**src/rtl/td4_pkg.sv**
```systemverilog
// td4_pkg: types and widths shared by the TD4 CPU, its program RAM and the program loader.
package td4_pkg;

    localparam int AW    = 4;
    localparam int DW    = 8;
    localparam int DEPTH = 2 ** AW;

    localparam logic [7:0] SYNC_BYTE_DEF = 8'hA5;

    typedef enum logic [2:0] {
        IDLE,
        LOAD,
        CSUM,
        DONE,
        ERR
    } loader_state_t;

endpackage

```
**src/rtl/prog_loader_if.sv**
```systemverilog
// prog_loader_if: host byte link plus program RAM write port; master is the host/RAM side, slave the loader.
interface prog_loader_if;
    import td4_pkg::*;

    logic [7:0]    in_data;
    logic          in_valid;
    logic          in_ready;
    logic          we;
    logic [AW-1:0] waddr;
    logic [DW-1:0] wdata;

    modport master (
        output in_data, in_valid,
        input  in_ready, we, waddr, wdata
    );

    modport slave (
        input  in_data, in_valid,
        output in_ready, we, waddr, wdata
    );

endinterface

```
**src/rtl/byte_timer.sv**
```systemverilog
// byte_timer: counts idle cycles between accepted bytes; expire marks the cycle in which the run reaches LIMIT.
module byte_timer #(
    parameter int LIMIT = 255
) (
    input  logic clk,
    input  logic rst,
    input  logic clr,
    input  logic en,
    output logic expire
);

    localparam logic [7:0] LAST = 8'(LIMIT - 1);

    logic [7:0] count;

    always_ff @(posedge clk) begin
        if (rst || clr) begin
            count <= 8'd0;
        end else if (en) begin
            count <= count + 8'd1;
        end
    end

    // count holds completed idle cycles, so the current idle cycle is the LIMIT-th when count == LIMIT-1
    assign expire = en && !clr && (count == LAST);

endmodule

```
**src/rtl/prog_loader.sv**
```systemverilog
// prog_loader: streams a host program image into the TD4 instruction RAM and releases CPU reset once valid.
// Define CHECKSUM_EN to require a trailing checksum byte: (sum of data + checksum) mod 256 must be zero.
//
// state | meaning
// IDLE  | no image seen since reset; waiting for sync byte
// LOAD  | writing data bytes to RAM addresses 0..DEPTH-1
// CSUM  | waiting for checksum byte (CHECKSUM_EN builds only)
// DONE  | image accepted, CPU released
// ERR   | image aborted by timeout or bad checksum, CPU held
module prog_loader
    import td4_pkg::*;
#(
    parameter logic [7:0] SYNC_BYTE = SYNC_BYTE_DEF,
    parameter int         TIMEOUT   = 255
) (
    input  logic         clk,
    input  logic         rst,
    prog_loader_if.slave bus,
    output logic         cpu_rstb,
    output logic         done,
    output logic         err
);

    loader_state_t state;
    logic [AW-1:0] count;
    logic          accept;
    logic          in_image;
    logic          is_sync;
    logic          tmr_expire;

`ifdef CHECKSUM_EN
    logic [7:0] sum;
    logic [7:0] sum_next;
    assign sum_next = sum + bus.in_data;
`endif

    assign accept   = bus.in_valid && bus.in_ready;
    assign in_image = (state == LOAD) || (state == CSUM);
    assign is_sync  = (bus.in_data == SYNC_BYTE);

    byte_timer #(
        .LIMIT (TIMEOUT)
    ) u_timer (
        .clk    (clk),
        .rst    (rst),
        .clr    (accept || !in_image),
        .en     (in_image && !accept),
        .expire (tmr_expire)
    );

    always_ff @(posedge clk) begin
        if (rst) begin
            state        <= IDLE;
            count        <= '0;
            bus.in_ready <= 1'b1;
            bus.we       <= 1'b0;
            bus.waddr    <= '0;
            bus.wdata    <= '0;
            cpu_rstb     <= 1'b0;
            done         <= 1'b0;
            err          <= 1'b0;
`ifdef CHECKSUM_EN
            sum          <= 8'd0;
`endif
        end else begin
            bus.in_ready <= 1'b1;
            bus.we       <= 1'b0;
            unique case (state)
                IDLE, DONE, ERR: begin
                    if (accept && is_sync) begin
                        state    <= LOAD;
                        count    <= '0;
                        done     <= 1'b0;
                        err      <= 1'b0;
                        cpu_rstb <= 1'b0;
`ifdef CHECKSUM_EN
                        sum      <= 8'd0;
`endif
                    end
                end
                LOAD: begin
                    if (accept) begin
                        bus.we    <= 1'b1;
                        bus.waddr <= count;
                        bus.wdata <= bus.in_data;
                        count     <= count + 1'b1;
`ifdef CHECKSUM_EN
                        sum       <= sum_next;
`endif
                        if (count == AW'(DEPTH - 1)) begin
`ifdef CHECKSUM_EN
                            state    <= CSUM;
`else
                            state    <= DONE;
                            done     <= 1'b1;
                            cpu_rstb <= 1'b1;
`endif
                        end
                    end else if (tmr_expire) begin
                        state    <= ERR;
                        err      <= 1'b1;
                        cpu_rstb <= 1'b0;
                    end
                end
`ifdef CHECKSUM_EN
                CSUM: begin
                    if (accept) begin
                        if (sum_next == 8'd0) begin
                            state    <= DONE;
                            done     <= 1'b1;
                            cpu_rstb <= 1'b1;
                        end else begin
                            state    <= ERR;
                            err      <= 1'b1;
                            cpu_rstb <= 1'b0;
                        end
                    end else if (tmr_expire) begin
                        state    <= ERR;
                        err      <= 1'b1;
                        cpu_rstb <= 1'b0;
                    end
                end
`endif
                default: begin
                    state <= IDLE;
                end
            endcase
        end
    end

endmodule
```
**src/flat_wrapper.sv**
```systemverilog
// flat-port wrapper written by rule: the top's interface ports become plain ports
module prog_loader_flat import td4_pkg::*;
#(
    parameter logic [7:0] SYNC_BYTE = SYNC_BYTE_DEF,
    parameter int         TIMEOUT   = 255
)
  (clk, rst, cpu_rstb, done, err, bus_in_data, bus_in_valid, bus_in_ready, bus_we, bus_waddr, bus_wdata);
  prog_loader_if bus_i ();
  input  logic clk;
  input  logic rst;
  output logic cpu_rstb;
  output logic done;
  output logic err;
  input wire logic [$bits(bus_i.in_data)-1:0] bus_in_data;
  input wire logic [$bits(bus_i.in_valid)-1:0] bus_in_valid;
  output wire logic [$bits(bus_i.in_ready)-1:0] bus_in_ready;
  output wire logic [$bits(bus_i.we)-1:0] bus_we;
  output wire logic [$bits(bus_i.waddr)-1:0] bus_waddr;
  output wire logic [$bits(bus_i.wdata)-1:0] bus_wdata;
  assign bus_i.in_data = bus_in_data;
  assign bus_i.in_valid = bus_in_valid;
  assign bus_in_ready = bus_i.in_ready;
  assign bus_we = bus_i.we;
  assign bus_waddr = bus_i.waddr;
  assign bus_wdata = bus_i.wdata;
  prog_loader #(.SYNC_BYTE(SYNC_BYTE), .TIMEOUT(TIMEOUT)) u_core (.clk(clk), .rst(rst), .bus(bus_i), .cpu_rstb(cpu_rstb), .done(done), .err(err));
endmodule
```
**config.mk**
```make
export PLATFORM = sky130hd
export DESIGN_NAME = prog_loader_flat
export DESIGN_NICKNAME = d
export VERILOG_FILES = /design/src/rtl/td4_pkg.sv /design/src/rtl/prog_loader_if.sv /design/src/rtl/byte_timer.sv /design/src/rtl/prog_loader.sv /design/src/flat_wrapper.sv
export SDC_FILE = /design/constraint.sdc
export NUM_CORES = 1
export LEC_CHECK = 0
export CORE_ASPECT_RATIO = 1.5
export CORE_UTILIZATION = 45
export CTS_CLUSTER_DIAMETER = 50
export DETAILED_ROUTE_END_ITERATION = 10
export PLACE_DENSITY = 0.74
export SETUP_SLACK_MARGIN = 0.15
export SLEW_MARGIN = 20
export SYNTH_ARGS = -nofsm -noshare
export SYNTH_HDL_FRONTEND = slang
export SYNTH_HIERARCHICAL = 1
export SYNTH_SLANG_ARGS = --single-unit
```
**constraint.sdc**
```tcl
create_clock -name clk -period 2.3 [get_ports clk]
set_clock_uncertainty 0.15 [all_clocks]
set_input_delay 0.23 -clock clk [delete_from_list [all_inputs] [get_ports clk]]
set_output_delay 0.23 -clock clk [all_outputs]
set_load 0.01 [all_outputs]
```
==> impl_metrics.ini, run 1 <==
[status]
status = complete, no violations

[logic_synthesis]
syn_area_mm2 = 0.001428
synthTopCellsByArea = dfxtp_1 (43%), nand2_1 (8.9%), a21oi_1 (6.0%)
yosysWarnings = 6
yosysTopAreaCell = dfxtp_1
avgSynthCellArea_um2 = 8.498
yosysSeqAreaShare_pct = 43.47
synthFlopType = dfxtp_1
yosysTopAreaCellShare_pct = 43.47
syn_nets = 182
synthDistinctLibCells = 43
synth_edf_count = 0
synth_seq_cells = 31
async_reset_ff_share_pct = 0
synthCells = 168

[clock_tree]
cts_root_buffer = clkbuf_8
cts_buffers = 5
clk_pin_slew_worst_paths_ns = 0.06
htree_levels = 2
hold_buffers = 0
clk_path_buf_depth = 2
cts_resized = 0
clock_latency_ns = 0.28
cts_setup_buffers = 0
cts_tree = done
numClockSinks = 31

[worst_setup_path]
crit_type = flip-flop to flip-flop
crit_path_end_kind = flip-flop
path_max_fanout = 6
cp_data_arrival_time_ns = 2.00
cp.required_ns = 2.33
crit_top_cell = nand2_1
cp-start-kind = flip-flop
cp_cell_sequence = inv_1, nand2_1, a211o_1, nand2b_1, nor4_4, and2b_1, nand2_1, o211a_1
cpPeakStageDelay_ns = 0.34
cp_slowest_cell = dfxtp_2

[detailed_routing]
ant_nets = 0
routed_wl_um = 3083
drt_drc_violations_left = 0
vias = 1282
drt_iter0_drc = 26
drt_pass1_iterations = 4
viasPerCell = 5.409
routedWlPerCell_um = 13.01

[sta]
tns_ns = 0
period_share_pct = 85.96
slew_viol_final = 0
hold_viol = 0
setup_viol = 0
period_needed_ns = 1.977
rsz0062_at_grt = no
fmax_ghz = 0.5058

[floorplan]
core_mm2 = 0.002973
num_rows = 24
fp.dieH_um = 70.99
io_pins = 28
dieArea_mm2 = 0.003407
chipWidth_um = 47.99
start_util_pct = 48.02

[global_routing]
grt_pass1_vias = 1212
antenna_found_initial = 0
grt_start_max_net_pins = 21
grt-ovfl-total = 0
track_usage_pct = 20.64
grt_pass1_wl_um = 5043

[final_layout]
num-fill-cells = 252
syn_to_final_growth_pct = 28.13
nNetsFinal = 211
insertedDiodeCount = 0
drive_above_1_share_pct = 11.62

[power_and_ir_drop]
leakage_nw = 0.6508
p_int_mw = 0.7672
p_seq_share_pct = 54.5
power_mw = 0.9849
clock_power_share_pct = 41.1
irDropWorstVdd_uv = 478.4
switchingPower_mw = 0.2177
switching_share_pct = 22.10
pwr-share-comb_pct = 4.4
power.density_mw_per_mm2 = 538.4

[placed_design]
gp_congestion = 0.7850
hpwl_um = 2264
port_buffers = 26

[run]
cap_violations = 0

[min_path]
hold_path.class = flip-flop to flip-flop
-- layer usage --
| layer | vias to the layer above | part of all wire (%) | global-route usage (%) |
|---|---|---|---|
| li1 | 636 | - | - |
| met1 | 609 | 40 | 21.21 |
| met2 | 27 | 53 | 33.63 |
| met3 | 10 | 3.6 | 7.398 |
| met4 | 0 | 3.6 | 12.35 |
| met5 | - | 0 | 0 |
-- metrics by stage --
stage / util [%] / std cells / cell area (um^2) / setup slack [ns] / hold WS (ns)
finish: 61.53 / 237 / 1829 / 0.3229 / 0.3036
global route: 61.53 / 237 / 1829 / 0.2029 / 0.3284
CTS: 61.20 / 237 / 1819 / 0.2246 / 0.3061
detailed placement: 58.38 / 229 / 1735 / 0.06004 / 0.2974
global placement: 58.38 / 229 / 1735 / 0.1150 / 0.2918
floorplan: - / 168 / 1435 / 0.1660 / 0.2160
-- critical path: cells and delay by family (launching register included) --
family,cells,cell delay (ns)
AOI/OAI and AO/OA,2,0.47
buffers and inverters,1,0.12
and+or+nand+nor,5,0.78
DFF,1,0.34
-- state kept, by name, summed over array words and instances, names as in the netlist --
signal and flops:
u_core/bus.we 1, u_core/count 4, u_core/bus.wdata 8, u_core/done 1, u_core/err 1, u_core/state 3, u_core/bus.waddr 4, u_core/u_timer/count 8
u_core/cpu_rstb 1
-- placed cells by master, fill, tap and decap left out, types with 3 or more instances in the layout --
master and n:
a21oi_1 17, buf_4 6, clkbuf_8 5, clkdlybuf4s50_1 26, clkinv_2 3, dfxtp_1 30
ha_1 3, inv_1 3, nand2_1 34, nand2b_1 4, nand3_1 5, nor2_1 11
nor2b_1 3, nor3_1 4, o21ai_0 4, xor2_1 3
-- final cells by class --
class / count / area (um^2) / share of cell area [%]
Multi-Input combinational cell: 123 / 754.5 / 41.24
Sequential cell: 31 / 621.8 / 33.99
Timing Repair Buffer: 32 / 305.3 / 16.69
Clock buffer: 5 / 68.82 / 3.762
Tap cell: 39 / 48.80 / 2.668
Clock inverter: 3 / 15.01 / 0.8208
Inverter: 4 / 15.01 / 0.8208
-- power by group through the flow --
| stage | Sequential [mW] | Clock (mW) | Combinational (mW) |
|---|---|---|---|
| finish | 0.537 | 0.405 | 0.0431 |
| floorplan | 0.549 | 0 | 0.0189 |
| global route | 0.537 | 0.446 | 0.0456 |
| global placement | 0.549 | 0 | 0.0416 |
| CTS | 0.537 | 0.416 | 0.0429 |
| detailed placement | 0.549 | 0 | 0.0422 |
-- cells by family after synthesis --
kind of cell | Yosys count | share of synthesized area, %
AOI/OAI and AO/OA | 38 | 17.97
xor gates and xnor gates | 4 | 2.454
adders and majority gates | 3 | 2.630
buffers and inverters | 14 | 4.732
DFF | 31 | 43.47
other | 1 | 0.2627
and+or+nand+nor | 77 | 28.48
-- cells in the mapped netlist (4+ instances only) --
cell type	number
nand2b_1	4
a21oi_1	17
nor2_1	11
nand2_1	34
clkbuf_1	5
nor3_1	4
inv_1	4
dfxtp_1	31
o21ai_0	4
nand3_1	5
-- worst paths after layout --
path	start	endpoint	slack (ns)	depth (start not counted)
worst max-delay path	u_core/state[0]	u_core/cpu_rstb	0.32	8
worst min-delay path	u_core/bus.wdata[5]	u_core/bus.wdata[5]	0.30	2
worst max register to register	u_core/state[0]	u_core/cpu_rstb	0.32	8
worst min register to register	u_core/bus.wdata[5]	u_core/bus.wdata[5]	0.30	2
Power figures use the tool's default switching activity.
==> run 2: changes to the inputs <==
--- a/config.mk
+++ b/config.mk
@@ -5,11 +5,13 @@
 export SDC_FILE = /design/constraint.sdc
 export NUM_CORES = 1
 export LEC_CHECK = 0
+export CELL_PAD_IN_SITES_DETAIL_PLACEMENT = 1
+export CELL_PAD_IN_SITES_GLOBAL_PLACEMENT = 1
 export CORE_ASPECT_RATIO = 1.5
-export CORE_UTILIZATION = 45
+export CORE_UTILIZATION = 34
 export CTS_CLUSTER_DIAMETER = 50
 export DETAILED_ROUTE_END_ITERATION = 10
-export PLACE_DENSITY = 0.74
+export PLACE_DENSITY_LB_ADDON = 0.1
 export SETUP_SLACK_MARGIN = 0.15
 export SLEW_MARGIN = 20
 export SYNTH_ARGS = -nofsm -noshare
==> constraint.sdc (replaced) <==
create_clock -name clk -period 2.3 [get_ports clk]
set_clock_uncertainty 0.15 [all_clocks]
set_input_delay 0.46 -clock clk [delete_from_list [all_inputs] [get_ports clk]]
set_output_delay 0.46 -clock clk [all_outputs]
set_load 0.01 [all_outputs]
==> run 2 against run 1 <==
Clock power is 37% higher; cell area is 5.1% higher; flip-flop and latch count unchanged; maximum frequency shrank 2.9%; largest cell class unchanged.
==> impl_metrics.ini, run 2 (synthesis results as in run 1) <==
[detailed_routing]
ant_nets = 0
drt_pass1_iterations = 4
drt_drc_violations_left = 0
drt_iter0_drc = 17
routedWlPerCell_um = 13.99
viasPerCell = 5.224
vias = 1306
routed_wl_um = 3498

[status]
status = complete, no violations

[sta]
fmax_ghz = 0.4910
rsz0062_at_grt = no
slew_viol_final = 0
setup_viol = 0
period_share_pct = 88.55
period_needed_ns = 2.037
hold_viol = 0

[floorplan]
core_mm2 = 0.003994
dieArea_mm2 = 0.004467
fp.dieH_um = 81.36
start_util_pct = 35.75
num_rows = 28
chipWidth_um = 54.91
io_pins = 28

[clock_tree]
cts_root_buffer = clkbuf_8
cts_tree = done
htree_levels = 2
cts_buffers = 5
cts_resized = 0
hold_buffers = 0
clock_latency_ns = 0.29
numClockSinks = 31
cts_setup_buffers = 0
clk_pin_slew_worst_paths_ns = 0.07
clk_path_buf_depth = 2

[final_layout]
layout_common_cells = nand2_1 (34), dfxtp_1 (31), clkdlybuf4s50_1 (26)
layout_commonest_cell = nand2_1
final_core_util_pct = 48.12
insertedDiodeCount = 0
drive_above_1_share_pct = 14.15
final_cells = 250
syn_to_final_growth_pct = 34.62
nNetsFinal = 218
reg.largest.list = u_core/bus.wdata: 8 flops, u_core/u_timer/count: 8 flops

[worst_setup_path]
crit_type = input pin to flip-flop
cp_slowest_cell = clkdlybuf4s50_1
cp_data_arrival_time_ns = 2.07
cpPeakStageDelay_ns = 0.52
cp_cell_sequence = clkdlybuf4s50_1, buf_4, nand4bb_4, or3_4, o21ba_4, a31o_1
worstSetupStartpoint = bus_in_valid
reg2reg_from = u_core/state[0]
cp.required_ns = 2.33
cp-start-kind = input pin
crit_path_end_kind = flip-flop
path_max_fanout = 5

[power_and_ir_drop]
p_int_mw = 0.9136
irDropWorstVdd_uv = 442.5
pwr-share-comb_pct = 4.1
switchingPower_mw = 0.2235
switching_share_pct = 19.65
leakage_nw = 0.6943
power.density_mw_per_mm2 = 591.7
clock_power_share_pct = 48.7
p_seq_share_pct = 47.2

[global_routing]
antenna_found_initial = 0
track_usage_pct = 18.84
grt-ovfl-total = 0
grt_start_max_net_pins = 14
grt_pass1_wl_um = 5920
grt_pass1_vias = 1346

[placed_design]
hpwl_um = 2760
gp_congestion = 0.7913
place_inst = 242
port_buffers = 26

[min_path]
hold_start = u_core/bus.wdata[0]
hold_path.class = flip-flop to flip-flop

[run]
cap_violations = 0
[run 2: routing by layer]
layer  global-route usage (%)  up-vias  routed length (um)
li1                         -      647                   -
met1                    18.61      635                1300
met2                    35.06       18                2019
met3                    4.494        6                 108
met4                    8.250        0                  70
met5                        0        -                   0
[run 2: stage by stage]
step	area, um^2	setup TNS (ns)	hold WS [ns]	power [mW]	setup slack (ns)
4_1_cts	1913	0	0.3054	1.156	0.2134
3_3_place_gp	1795	-0.08086	0.2903	0.5953	-0.03663
3_5_place_dp	1795	-0.3090	0.2952	0.5957	-0.07842
6_report	1922	0	0.3008	1.137	0.2633
2_1_floorplan	1435	0	0.3036	0.5680	0.1660
5_1_grt	1922	0	0.3252	1.178	0.1535
[run 2: path summary, 6_finish.rpt]
kind         slack (ns)  cells after the start             endpoint
max                0.26                      6      u_core/count[1]
min                0.30                      2  u_core/bus.wdata[0]
max reg2reg        0.30                      8      u_core/cpu_rstb
min reg2reg        0.30                      2  u_core/bus.wdata[0]
[run 2: critical path: cells and delay by family]
family / cells / cell delay, ns
buffers and inverters: 2 / 0.66
AOI/OAI and AO/OA: 2 / 0.47
and+or+nand+nor: 2 / 0.49
[run 2: cell type report]
type / count / area (um^2)
Multi-Input combinational cell: 123 / 754.5
Clock buffer: 6 / 82.58
Inverter: 4 / 15.01
Sequential cell: 31 / 620.6
Clock inverter: 2 / 35.03
Tap cell: 45 / 56.30
Timing Repair Buffer: 39 / 357.8
Fill cell: 489 / 2072
[run 2: power groups by stage]
stage / clock (mW) / combinational, mW / sequential [mW]
2_1_floorplan: 0 / 0.0189 / 0.549
3_3_place_gp: 0 / 0.0463 / 0.549
3_5_place_dp: 0 / 0.0466 / 0.549
4_1_cts: 0.572 / 0.0469 / 0.537
5_1_grt: 0.591 / 0.0502 / 0.537
6_report: 0.554 / 0.0462 / 0.537
